`config.mk`:
```
export PLATFORM = sky130hd
export DESIGN_NAME = mem_ctrl
export DESIGN_NICKNAME = d
export VERILOG_FILES = /design/src/rtl/mem_ctrl.sv
export SDC_FILE = /design/constraint.sdc
export NUM_CORES = 1
export LEC_CHECK = 0
export BUFFER_PORTS_ARGS = -buffer_cell sky130_fd_sc_hd__buf_4
export CAP_MARGIN = 10
export CORE_MARGIN = 2
export CORE_UTILIZATION = 35
export DETAILED_ROUTE_END_ITERATION = 6
export MAX_ROUTING_LAYER = met4
export SYNTH_ARGS = -nofsm -noshare
export SYNTH_HDL_FRONTEND = slang
export SYNTH_SLANG_ARGS = --single-unit
```
`constraint.sdc`:
```
create_clock -name clk -period 9.6 [get_ports clk]
set_clock_uncertainty 0.05 [all_clocks]
set_input_delay 1.92 -clock clk [delete_from_list [all_inputs] [get_ports clk]]
set_output_delay 1.92 -clock clk [all_outputs]
set_load 0.05 [all_outputs]
```
`src/rtl/mem_ctrl.sv`:
```
// mem_ctrl: memory-side responder for the icache fill port and the load/store
// port. Each 32-bit request is turned into byte accesses on the RAM bus.
// Reads have one cycle of latency and writes take one cycle per byte.
// Read bytes are assembled little-endian. One valid pulse is returned per
// completed request.
module mem_ctrl #(
  parameter int ADDR_WIDTH = 32
) (
  input  logic                  clk,
  input  logic                  rst,
  input  logic                  rdy,
  input  logic                  ic_ena,
  input  logic [ADDR_WIDTH-1:0] ic_addr,
  output logic                  ic_valid,
  output logic [31:0]           ic_data,
  input  logic                  ls_ena,
  input  logic                  ls_wr,
  input  logic [1:0]            ls_len,
  input  logic [ADDR_WIDTH-1:0] ls_addr,
  input  logic [31:0]           ls_wdata,
  output logic                  ls_valid,
  output logic [31:0]           ls_rdata,
  output logic [ADDR_WIDTH-1:0] mem_a,
  output logic                  mem_wr,
  output logic [7:0]            mem_dout,
  input  logic [7:0]            mem_din
);

  typedef enum logic [1:0] {
    IDLE  = 2'd0,
    READ  = 2'd1,
    WRITE = 2'd2,
    DONE  = 2'd3
  } state_t;

  // Byte count for a load/store size code; the unused code 10 means a full word.
  function automatic logic [2:0] len_to_bytes(input logic [1:0] len);
    logic [2:0] n;
    case (len)
      2'b00:   n = 3'd1;
      2'b01:   n = 3'd2;
      2'b11:   n = 3'd4;
      default: n = 3'd4;
    endcase
    return n;
  endfunction

  // Select little-endian byte idx of a word.
  function automatic logic [7:0] byte_sel(input logic [31:0] word, input logic [1:0] idx);
    logic [7:0] b;
    case (idx)
      2'd0:    b = word[7:0];
      2'd1:    b = word[15:8];
      2'd2:    b = word[23:16];
      2'd3:    b = word[31:24];
      default: b = 8'h00;
    endcase
    return b;
  endfunction

  // Replace little-endian byte idx of a word.
  function automatic logic [31:0] put_byte(input logic [31:0] word, input logic [1:0] idx,
                                           input logic [7:0] b);
    logic [31:0] w;
    w = word;
    case (idx)
      2'd0:    w[7:0]   = b;
      2'd1:    w[15:8]  = b;
      2'd2:    w[23:16] = b;
      2'd3:    w[31:24] = b;
      default: w = word;
    endcase
    return w;
  endfunction

  // Sequencer state and request context.
  state_t                state_r;
  state_t                state_nxt_s;
  logic [ADDR_WIDTH-1:0] base_r;
  logic [ADDR_WIDTH-1:0] base_nxt_s;
  logic [2:0]            nbytes_r;
  logic [2:0]            nbytes_nxt_s;
  logic [31:0]           wdata_r;
  logic [31:0]           wdata_nxt_s;
  logic                  owner_r;       // 1 = load/store port, 0 = icache
  logic                  owner_nxt_s;
  logic [2:0]            cnt_r;         // cycles spent in READ/WRITE so far
  logic [2:0]            cnt_nxt_s;
  logic [31:0]           buf_r;         // partially assembled read word
  logic [31:0]           buf_nxt_s;

  // Next values of the registered outputs.
  logic [ADDR_WIDTH-1:0] mem_a_nxt_s;
  logic                  mem_wr_nxt_s;
  logic [7:0]            mem_dout_nxt_s;
  logic                  ic_valid_nxt_s;
  logic [31:0]           ic_data_nxt_s;
  logic                  ls_valid_nxt_s;
  logic [31:0]           ls_rdata_nxt_s;

  // Helpers: the next byte index to issue, the index of the byte arriving now,
  // and the buffer with the arriving byte merged in.
  logic [2:0]  nxt_idx_s;
  logic [1:0]  rd_idx_s;
  logic [31:0] merged_s;

  assign nxt_idx_s = cnt_r + 3'd1;
  assign rd_idx_s  = cnt_r[1:0] - 2'd1;
  assign merged_s  = put_byte(buf_r, rd_idx_s, mem_din);

  // Next-state and next-output decode for the request sequencer.
  always_comb begin
    state_nxt_s    = state_r;
    base_nxt_s     = base_r;
    nbytes_nxt_s   = nbytes_r;
    wdata_nxt_s    = wdata_r;
    owner_nxt_s    = owner_r;
    cnt_nxt_s      = cnt_r;
    buf_nxt_s      = buf_r;
    mem_a_nxt_s    = mem_a;
    mem_wr_nxt_s   = 1'b0;
    mem_dout_nxt_s = mem_dout;
    ic_valid_nxt_s = 1'b0;
    ic_data_nxt_s  = ic_data;
    ls_valid_nxt_s = 1'b0;
    ls_rdata_nxt_s = ls_rdata;

    case (state_r)
      IDLE: begin
        if (ls_ena) begin
          // Load/store wins over the icache when both are pending.
          owner_nxt_s  = 1'b1;
          base_nxt_s   = ls_addr;
          nbytes_nxt_s = len_to_bytes(ls_len);
          wdata_nxt_s  = ls_wdata;
          cnt_nxt_s    = 3'd0;
          buf_nxt_s    = 32'h0000_0000;
          mem_a_nxt_s  = ls_addr;
          if (ls_wr) begin
            mem_wr_nxt_s   = 1'b1;
            mem_dout_nxt_s = ls_wdata[7:0];
            state_nxt_s    = WRITE;
          end else begin
            state_nxt_s    = READ;
          end
        end else if (ic_ena) begin
          owner_nxt_s  = 1'b0;
          base_nxt_s   = ic_addr;
          nbytes_nxt_s = 3'd4;
          wdata_nxt_s  = wdata_r;
          cnt_nxt_s    = 3'd0;
          buf_nxt_s    = 32'h0000_0000;
          mem_a_nxt_s  = ic_addr;
          state_nxt_s  = READ;
        end else begin
          state_nxt_s  = IDLE;
        end
      end

      READ: begin
        cnt_nxt_s = nxt_idx_s;
        // The byte addressed in the previous cycle arrives now.
        if (cnt_r != 3'd0) begin
          buf_nxt_s = merged_s;
        end else begin
          buf_nxt_s = buf_r;
        end
        // Keep issuing addresses until all N bytes have been requested.
        if (nxt_idx_s < nbytes_r) begin
          mem_a_nxt_s = base_r + ADDR_WIDTH'(nxt_idx_s);
        end else begin
          mem_a_nxt_s = mem_a;
        end
        if (cnt_r == nbytes_r) begin
          state_nxt_s = DONE;
          if (owner_r) begin
            ls_valid_nxt_s = 1'b1;
            ls_rdata_nxt_s = merged_s;
          end else begin
            ic_valid_nxt_s = 1'b1;
            ic_data_nxt_s  = merged_s;
          end
        end else begin
          state_nxt_s = READ;
        end
      end

      WRITE: begin
        if (nxt_idx_s < nbytes_r) begin
          cnt_nxt_s      = nxt_idx_s;
          mem_a_nxt_s    = base_r + ADDR_WIDTH'(nxt_idx_s);
          mem_wr_nxt_s   = 1'b1;
          mem_dout_nxt_s = byte_sel(wdata_r, nxt_idx_s[1:0]);
          state_nxt_s    = WRITE;
        end else begin
          mem_wr_nxt_s   = 1'b0;
          ls_valid_nxt_s = 1'b1;
          state_nxt_s    = DONE;
        end
      end

      DONE: begin
        // Requests are not sampled here; the requester updates on the valid edge.
        state_nxt_s = IDLE;
      end

      default: begin
        state_nxt_s = IDLE;
      end
    endcase
  end

  // State register; holds while the system is frozen.
  always_ff @(posedge clk) begin
    if (rst) begin
      state_r <= IDLE;
    end else if (rdy) begin
      state_r <= state_nxt_s;
    end
  end

  // Datapath and output registers. A freeze holds everything but drops the
  // write strobe so the current byte is not written a second time.
  always_ff @(posedge clk) begin
    if (rst) begin
      base_r   <= '0;
      nbytes_r <= 3'd0;
      wdata_r  <= 32'h0000_0000;
      owner_r  <= 1'b0;
      cnt_r    <= 3'd0;
      buf_r    <= 32'h0000_0000;
      mem_a    <= '0;
      mem_wr   <= 1'b0;
      mem_dout <= 8'h00;
      ic_valid <= 1'b0;
      ic_data  <= 32'h0000_0000;
      ls_valid <= 1'b0;
      ls_rdata <= 32'h0000_0000;
    end else if (!rdy) begin
      mem_wr   <= 1'b0;
    end else begin
      base_r   <= base_nxt_s;
      nbytes_r <= nbytes_nxt_s;
      wdata_r  <= wdata_nxt_s;
      owner_r  <= owner_nxt_s;
      cnt_r    <= cnt_nxt_s;
      buf_r    <= buf_nxt_s;
      mem_a    <= mem_a_nxt_s;
      mem_wr   <= mem_wr_nxt_s;
      mem_dout <= mem_dout_nxt_s;
      ic_valid <= ic_valid_nxt_s;
      ic_data  <= ic_data_nxt_s;
      ls_valid <= ls_valid_nxt_s;
      ls_rdata <= ls_rdata_nxt_s;
    end
  end

endmodule
```
==> summary.md <==
| Metric | Value |
|---|---|
| Post-layout nets | 1,376 |
| Final ANT Viol Nets | 0 |
| HP Class | flip-flop to flip-flop |
| Relative slew slack | 21.8% |
| Floorplan row count | 60 |
| Final count of pins violating max slew | 0 |
| RSZ-0062 raised after global routing | false |
| CTS tree | built |
| Crit path max fanout | 40 |
| #FFs+latches synth | 212 |
| EDFF count, synth | 0 |
| Post-synth top area share | 44.3% |
| WL/cell | 16.9 um |
| Crit end category | flip-flop |
| Area grow syn2layout | 25.9% |
| Max Root-Sink Buffers | 3 |
| Min Clock Period, post-route | 4.38 ns |
| Mapped cell area | 0.00958 sq mm |
| Synthesized net count | 1,225 |
| Num CTS Buffers | 23 |
| Die area | 0.0287 sq mm |
| Critical Path RT | 9.97 ns |
| Insertion delay to the later sink of the worst-skew pair | 0.50 ns |
| Initial Util | 35.6% |
| Dominant cell by count in the synthesized netlist | dfxtp_1 |
| Total GRT Usage | 18.9% |
| IO Count | 219 |
| Vias in the first global route | 8,014 |
| Layout cell share with drive strength beyond 1 | 22.5% |
| Slew @ Worst Pin | 1.17 ns |
| CTS resizes | 0 |
| WS Path Type | input port to flip-flop |
| Status | completed |
| Fraction of registers with async set/reset | 0% |
| CP max stage cell | or3_1 |
| Routed vias/inst | 5.29 |
| Htree depth | 1 |
| Setup Buffers After CTS | 0 |
| Fill cell count | 2,667 |
| Port Buf Inserts | 218 |
| Synth warnings | 0 |
| Synth top cells by count | dfxtp_1, nor2_1, a211oi_1, nand2_1, a21oi_1 |
| Inserted Diodes | 0 |
| Routed wire length | 27,100 um |
| Gr ovfl total | 0 |
| Synth Area per Inst | 8.75 sq um |
| CP peak stage delay | 0.71 ns |
| PwrDens | 191 mW/mm^2 |
| Sink Count | 212 |
| Largest net degree at the start of global routing | 130 |
| Vias | 8,478 |
| LEAKAGE | 4.65 nW |
| Synth cell types | 64 |
| Hold Violations, Final | 0 |
| Startpoint type of the worst setup path | input port |
| Yosys top cell by area | dfxtp_1 |
| First-pass GRT wire length | 43,200 um |
| Global placer's final weighted congestion | 0.830 |
| FMAX | 228 MHz |
| Drt initial violations | 634 |
| Root Buffer Master | clkbuf_16 |
| Main area contributors after synthesis | dfxtp_1, a211oi_1, mux2i_1 |
| Dpl ws | 4.68 ns |
| Final WS setup | 5.22 ns |
| Max-cap violations | 0 |
| Post-route setup TNS | 0 ns |
| Pre-Repair DR Iteration Count | 5 |
| Sequential fraction of the synthesis area | 44.3% |
| Worst IR Drop VDD | 0.106 mV |
| Predominant post-synthesis flop cell | dfxtp_1 |
| Number of antenna violations at the first check in global routing | 0 |
| Core area | 0.0269 sq mm |
| Syn Inst Count | 1,095 |
| Critical Path AT | 4.75 ns |
| Part of the cycle the worst path needs | 45.6% |
| Chip height | 169 um |
| Final total power | 2.31 mW |
| Worst-path clk slew | 0.06 ns |
| CP Cell Sequence | buf_4 -> nor3b_1 -> or3_1 -> nor2_2 -> nand3_2 -> o211ai_1 |
| DRC viols | 0 |
| Count of final setup violators | 0 |
| Cts hold-fix bufs | 0 |
| Post-DP HPWL | 18,600 um |
| Die X-Extent | 169 um |
## worst max-delay path, delay by kind of cell
family	cells	cell delay, ns
buffers and inverters	1	0.50
AND/OR/NAND/NOR	4	2.00
AO/OA/AOI/OAI	1	0.29
## where the power goes
part / internal [mW] / switching, mW / total [mW]
clock network: 0.526 / 0.355 / 0.881
logic: 0.155 / 0.295 / 0.450
registers: 0.935 / 0.0430 / 0.978
total: 1.62 / 0.694 / 2.31
## cell families after synthesis
group	Yosys count	synth area share (%)
mux	76	7.97
compound gates	295	21.1
buf+inv	121	5.09
fa+ha+maj	18	2.43
simple gates	344	16.5
xor+xnor	29	2.65
flops	212	44.3
## sequential cells by signal (all words and copies together) (netlist names)
name      count
mem_a        32
base_r       32
buf_r        32
wdata_r      32
cnt_r         3
ic_data      32
ls_valid      1
state_r       2
owner_r       1
mem_wr        1
mem_dout      8
ls_rdata     32
ic_valid      1
nbytes_r      3
## per-layer routing
metal,wire length (um),vias up,global-route usage [%]
met5,0,-,-
met3,1750,24,3.87
li1,-,4246,-
met1,12700,3989,25.8
met2,12200,219,29.4
met4,364,0,3.01
## metrics by stage
step / instance area, sq um / hold WS (ns) / util [%] / std cells
floorplan: 9580 / 0.381 / - / 1095
global placement: 11300 / 0.388 / 42.1 / 1562
detailed placement: 11300 / 0.396 / 42.1 / 1562
CTS: 12100 / 0.405 / 44.9 / 1602
global route: 12100 / 0.420 / 44.9 / 1602
finish: 12100 / 0.403 / 44.9 / 1602
## layout make-up
class | count | area (sq um) | share of cell area (%)
clock inverters | 6 | 55.1 | 0.456
well taps | 341 | 427 | 3.54
inverters | 21 | 78.8 | 0.654
multi-input cells | 762 | 4860 | 40.3
flip-flops and latches | 212 | 4240 | 35.2
repair buffers | 226 | 1700 | 14.1
clock buffers | 34 | 697 | 5.78
## layout by cell type (no fill, tap or decap), types with 20 or more instances in the layout
cell / count
buf_4: 225
dfxtp_1: 212
nor2_1: 142
a211oi_1: 107
nand2_1: 104
a21oi_1: 78
mux2i_1: 74
a22oi_1: 27
clkbuf_16: 23
inv_1: 21
xor2_1: 21
nand4_1: 20
## worst paths after layout
check               from     endpoint  slack (ns)  depth (start not counted)
max reg2reg     cnt_r[0]    mem_a[26]        6.26                          9
min          wdata_r[15]  wdata_r[15]        0.40                          2
max               ls_ena    mem_a[12]        5.22                          6
min reg2reg  wdata_r[15]  wdata_r[15]        0.40                          2
No activity file was read; power rests on OpenSTA's default activity.
